===== src/rtl/bin2bcd_seq_pkg.sv =====
// Shared types and constants for the sequential
// binary-to-BCD converter.
package bin2bcd_seq_pkg;

  typedef enum logic [1:0] {
    IDLE  = 2'd0,
    SHIFT = 2'd1,
    LOAD  = 2'd2
  } state_e;

  localparam int BCD_W = 4;
  localparam int unsigned MAX_DEC = 999;
  localparam logic [3*BCD_W-1:0] SAT_BCD = 12'h999;

endpackage


===== src/rtl/bin2bcd_seq_add3.sv =====
// Double-dabble nibble corrector:
// adds 3 to any digit of 5 or more.
module bcd_add3
  import bin2bcd_seq_pkg::*;
(
  input  logic [BCD_W-1:0] nib_i,
  output logic [BCD_W-1:0] nib_o
);

  // per-nibble 4-bit add, no carry out
  always_comb begin
    nib_o = nib_i;
    if (nib_i >= 4'd5) nib_o = nib_i + 4'd3;
  end

endmodule


===== src/rtl/bin2bcd_seq.sv =====
// Sequential double-dabble converter with a
// start/busy/done handshake and registered digits.
module bin2bcd_seq
  import bin2bcd_seq_pkg::*;
#(
  parameter int IN_W = 10
) (
  input  logic            clk,
  input  logic            rst_n,
  input  logic            start,
  input  logic [IN_W-1:0] bin,
  output logic            busy,
  output logic            done,
  output logic [3:0]      one,
  output logic [3:0]      ten,
  output logic [3:0]      hun,
  output logic            ovf
);

  localparam int SCR_W = 3 * BCD_W;
  localparam int CNT_W = $clog2(IN_W + 1);

  state_e             state_q, state_d;
  logic [IN_W-1:0]    sr_q, sr_d;
  logic [SCR_W-1:0]   scr_q, scr_d;
  logic [SCR_W-1:0]   corr;
  logic [CNT_W-1:0]   cnt_q, cnt_d;
  logic               ovf_f_q, ovf_f_d;
  logic               busy_q, busy_d;
  logic               done_q, done_d;
  logic [BCD_W-1:0]   one_q, one_d;
  logic [BCD_W-1:0]   ten_q, ten_d;
  logic [BCD_W-1:0]   hun_q, hun_d;
  logic               ovf_q, ovf_d;

  for (genvar g = 0; g < 3; g++) begin : g_add3
    bcd_add3 u_add3 (
      .nib_i (scr_q[g*BCD_W +: BCD_W]),
      .nib_o (corr[g*BCD_W +: BCD_W])
    );
  end

  // next-state, datapath and output register inputs
  always_comb begin
    state_d = state_q;
    sr_d    = sr_q;
    scr_d   = scr_q;
    cnt_d   = cnt_q;
    ovf_f_d = ovf_f_q;
    busy_d  = busy_q;
    done_d  = 1'b0;
    one_d   = one_q;
    ten_d   = ten_q;
    hun_d   = hun_q;
    ovf_d   = ovf_q;
    unique case (state_q)
      IDLE: begin
        if (start) begin
          sr_d    = bin;
          scr_d   = '0;
          cnt_d   = CNT_W'(IN_W);
          busy_d  = 1'b1;
          ovf_f_d = {{(32-IN_W){1'b0}}, bin}
                    > MAX_DEC;
          state_d = SHIFT;
        end
      end
      SHIFT: begin
        {scr_d, sr_d} = {corr, sr_q} << 1;
        cnt_d = cnt_q - CNT_W'(1);
        if (cnt_q == CNT_W'(1)) state_d = LOAD;
      end
      LOAD: begin
        if (ovf_f_q) begin
          {hun_d, ten_d, one_d} = SAT_BCD;
        end else begin
          {hun_d, ten_d, one_d} = scr_q;
        end
        ovf_d   = ovf_f_q;
        done_d  = 1'b1;
        busy_d  = 1'b0;
        state_d = IDLE;
      end
      default: state_d = IDLE;
    endcase
  end

  // state, datapath and output registers
  always_ff @(posedge clk or negedge rst_n) begin
    if (!rst_n) begin
      state_q <= IDLE;
      sr_q    <= '0;
      scr_q   <= '0;
      cnt_q   <= '0;
      ovf_f_q <= 1'b0;
      busy_q  <= 1'b0;
      done_q  <= 1'b0;
      one_q   <= '0;
      ten_q   <= '0;
      hun_q   <= '0;
      ovf_q   <= 1'b0;
    end else begin
      state_q <= state_d;
      sr_q    <= sr_d;
      scr_q   <= scr_d;
      cnt_q   <= cnt_d;
      ovf_f_q <= ovf_f_d;
      busy_q  <= busy_d;
      done_q  <= done_d;
      one_q   <= one_d;
      ten_q   <= ten_d;
      hun_q   <= hun_d;
      ovf_q   <= ovf_d;
    end
  end

  assign busy = busy_q;
  assign done = done_q;
  assign one  = one_q;
  assign ten  = ten_q;
  assign hun  = hun_q;
  assign ovf  = ovf_q;

endmodule

===== config.mk =====
export PLATFORM = sky130hd
export DESIGN_NAME = bin2bcd_seq
export DESIGN_NICKNAME = d
export VERILOG_FILES = /design/src/rtl/bin2bcd_seq_pkg.sv /design/src/rtl/bin2bcd_seq_add3.sv /design/src/rtl/bin2bcd_seq.sv
export SDC_FILE = /design/constraint.sdc
export NUM_CORES = 1
export LEC_CHECK = 0
export BUFFER_PORTS_ARGS = -buffer_cell sky130_fd_sc_hd__clkbuf_2
export CAP_MARGIN = 20
export CORE_ASPECT_RATIO = 1.4
export CORE_MARGIN = 1
export CORE_UTILIZATION = 50
export DETAILED_ROUTE_END_ITERATION = 8
export PLACE_DENSITY = 0.82
export SYNTH_ARGS = -nofsm -noshare
export SYNTH_HDL_FRONTEND = slang
export SYNTH_HIERARCHICAL = 1
export SYNTH_SLANG_ARGS = --single-unit

===== constraint.sdc =====
create_clock -name clk -period 1.9 [get_ports clk]
set_clock_uncertainty 0.2 [all_clocks]
set_input_delay 0.095 -clock clk [delete_from_list [all_inputs] [get_ports clk]]
set_output_delay 0.095 -clock clk [all_outputs]
set_load 0.005 [all_outputs]

# Word level (Yosys, flattened, before mapping)
# Cells that the tools add are included.
# word_totals
ff_bits	44
output_inout_bits	15
# op_classes
addsub	4
magnitude_cmp	4
eq_ne	5
mux	18
reduce_logical	7
# ops
op	count
4-bit two-way mux	6
12-bit one-hot mux with 2 select lines	1
10-bit one-hot mux with 2 select lines	1
4-bit by 3-bit greater-or-equal comparator with 1-bit output (second input constant)	3
12-bit two-way mux	1
10-bit > comparator (second input constant)	1
10-bit two-way mux	1
4-bit by 2-bit adder with 4-bit output (second input constant)	2
4-bit one-hot mux with 2 select lines	1
2-bit AND reduction	4
4-bit by 1-bit equality test with 1-bit output (second input constant)	1
2-bit two-way mux	2
2-bit inequality test (second input constant)	2
2-bit one-hot mux with 2 select lines	1
2-bit nonzero test	2
4-bit by 1-bit subtractor with 4-bit output (second input constant)	1
3-bit by 2-bit adder with 3-bit output (second input constant)	1
3-bit two-way mux	1
2-bit by 1-bit equality test with 1-bit output (second input constant)	1
2-bit equality test (second input constant)	1
2-bit logical NOT	1
1-bit two-way mux	2
1-bit one-hot mux with 2 select lines	1

# Depth between registers and ports, before layout
# depth
ltp_word	3
mapped_depth	7
depth_no_buf	7

# By module
# Netlist, hierarchy kept.
# modules_own_cells
module	n_inst	cells_each	area_each_um2	seq_area_each_um2
bin2bcd_seq	1	190	1870.5	1101.1
bcd_add3	3	16	101.3	0.0

# Least setup slack after synthesis
# No wires, ideal clock.
# synth_path
path_type	register to register
startpoint	register state_q[1]
endpoint	register sr_q[7]
setup_time_ps	121
arrival_ps	1186
setup_slack_ps	394
path_stages_with_launch	6
period_less_slack_ps	1506
path_cell_list	dfrtp_1 > or3b_1 > buf_6 > buf_8 > o22ai_2 > nor2_1
# synth_between
elab_chain_cells	3
word_cells_on_any_way	6
cone_classes	eq/ne: 2; mux: 1; reduce/logical: 3
# synth_rtl
element	line_no	rtl
start, declared	bin2bcd_seq.sv:23	state_e state_q, state_d;
start signal, assigned	bin2bcd_seq.sv:103	state_q <= state_d;
2-bit by 1-bit equality test with 1-bit output or 2-bit logical NOT (tied branches)	bin2bcd_seq.sv:56	unique case (state_q)
2-bit nonzero test (no line) or 2-bit inequality test (tied branches)	n/a	
2-bit AND reduction (no line)	n/a	
end signal, assigned	bin2bcd_seq.sv:104	sr_q <= sr_d;
end, declared	bin2bcd_seq.sv:24	logic [IN_W-1:0] sr_q, sr_d;
# Several ways; a longest one is shown, not always the timed one.
# A chain may end at the register's enable or synchronous reset.

# Final worst setup path
# layout_path
startpoint	register scr_q[4]
endpoint	register scr_q[6]
# layout_between
elab_chain_cells	3
word_cells_on_any_way	4
cone_classes	add/sub: 1; order compare: 1; mux: 2
# layout_rtl
element	line_no	rtl
start, declared	bin2bcd_seq.sv:25	logic [SCR_W-1:0] scr_q, scr_d;
start signal, assigned	bin2bcd_seq.sv:105	scr_q <= scr_d;
4-bit by 2-bit adder with 4-bit output or 4-bit by 3-bit greater-or-equal comparator with 1-bit output (tied branches)	bin2bcd_seq_add3.sv:13	if (nib_i >= 4'd5) nib_o = nib_i + 4'd3;
4-bit two-way mux *	bin2bcd_seq_add3.sv:13	
via corr[5]	bin2bcd_seq.sv:26	logic [SCR_W-1:0] corr;
12-bit one-hot mux with 2 select lines *	bin2bcd_seq.sv:56	
# The timed path passes the listed nets; every way through them passes the cells marked *.

==> metrics <==
# clock sinks=44; Rows=27; clk_lat worst skew=0.29 ns; fin area=2520 µm²; most common cell after layout, fill and taps aside=nand2_1; 1st-iter DRT viols=74; TritonCTS clock tree=done; io pins=28; layout cell share with drive strength beyond 1=0.171; Initial Util=0.536; RR Startpoint=scr_q[4]; PortBufs=27; Setup Crit Path Kind=flop to flop; Tightest Pin Transition=about 0.53 ns; final net count=295; CTS H-tree lvls=2; vias per cell=5.27; Synth Warn #=6; Wirelength per Cell=12.4 µm; die width=57.5 µm; vias in the first global route=1699; height of the die=around 80 µm; pre-CTS WS=0.303 ns; share of the cycle needed by the critical path after routing=0.846; largest net degree at the start of global routing=45; Routed Antenna Nets=0; via count=about 1700; TritonCTS buffer count=5; Final GP Congestion=0.802; Final Slew Violations=0; capturing point of the worst reg2reg path=scr_q[6]; crit path from=scr_q[4]; Final Hold Viols=0; # fillers=339; final setup TNS=0 ns; root buf cell=clkbuf_8; first-pass GRT wire length=~7.1 mm; required time of the critical path=1.93 ns; startpoint types=flop; Pre-antenna DRT Iters=8; Hold WS=0.214 ns; most frequent cells in the layout=51 x nand2_1, 44 x dfrtp_1, 27 x clkbuf_2; GRT Util Overall=0.201; Max-slew headroom=0.644; failing checks=design-rule violations; RSZ-0062 raised after global routing=false; Area after DPL=roughly 2300 µm²; PD cells=1550 nW/µm²; Max Fanout on Critical Path=6; Worst Path Arrival=1.64 ns; Area growth syn-to-layout=17.0%; register-to-register setup slack=~0.3 ns; syn nets=255; cell count after synthesis=234; Antenna Cells=0; Max Root-Sink Buffers=2; clock slew at reported path FFs=0.08 ns; max_cap viols=0; WL final=3.95 mm; post-DP HPWL=2.59 mm; Hold/Removal Path Class=input port to async pin; fmax=622 MHz; Post-Syn Area=2150 µm²; R2R depth=6; Peak VDD IR=between 0.7 and 0.8 mV; fin worst setup slack=0.292 ns; syn_area_per_cell=around 9.2 µm²; CP endpoint kind=flop; total die area=4580 µm²; GRT Residual Overflow=0; Leak Pwr=1.25 nW; CORE AREA=4020 µm²; initial antenna violation count=0; Final Power=3.91 mW; drc violations=6; min Tclk post-route=1.61 ns; outcome=finished with violations; Final setup viols=0; setup bufs post-CTS=0
[worst max-delay path by stage]
stage                     endpoint
final                     scr_q[6]
after global routing      scr_q[2]
after CTS                 scr_q[2]
after detailed placement  scr_q[6]
after global placement     ovf_f_q
after floorplan            sr_q[7]
[final cells by class]
cell class                      instances  area (µm²)  area share
Clock buffer                            8        90.1      0.0357
Inverter                               10        37.5      0.0149
Multi-Input combinational cell        167         928       0.368
Sequential cell                        44        1100       0.437
Tap cell                               43        53.8      0.0213
Timing Repair Buffer                   46         310       0.123
[repair_timing]
| item | CTS | global route |
|---|---|---|
| hold buffers | 13 | 0 |
| endpoints found under the hold margin | 56 | 0 |
| gates resized for setup | 0 | 0 |
[where the power goes]
| group | internal (mW) | total, mW | switching [mW] |
|---|---|---|---|
| Sequential | 1.33 | 1.66 | 0.325 |
| Clock | 0.297 | 0.593 | 0.297 |
| Combinational | 0.744 | 1.66 | 0.915 |
[through the flow]
step / std cells / utilization
finish: 318 / 0.627
global route: 318 / 0.627
CTS: 318 / 0.627
detailed placement: 297 / 0.572
global placement: 297 / 0.572
floorplan: 234 / -
[per-layer routing]
metal  GRT usage  share of wire  up-vias
li1            -              -      846
met1       0.218           0.42      786
met2       0.378           0.53       39
met3      0.0454          0.037        5
met4      0.0659          0.011        0
met5           0              0        -
[critical path, cell delays in order (launching register included)]
cell and delay [ns]:
dfrtp_1 0.45, ha_1 0.22, nand2b_1 0.17, a21oi_2 0.19, mux2i_1 0.19, nand2_1 0.06, nand2_1 0.07
[sequential cells by signal, indices dropped and copies added, names as in the netlist]
| register | cells |
|---|---|
| ovf_f_q | 1 |
| sr_q | 10 |
| busy | 1 |
| scr_q | 12 |
| ovf | 1 |
| one | 4 |
| ten | 4 |
| done | 1 |
| hun | 4 |
| state_q | 2 |
| cnt_q | 4 |
Power figures use the tool's default switching activity.
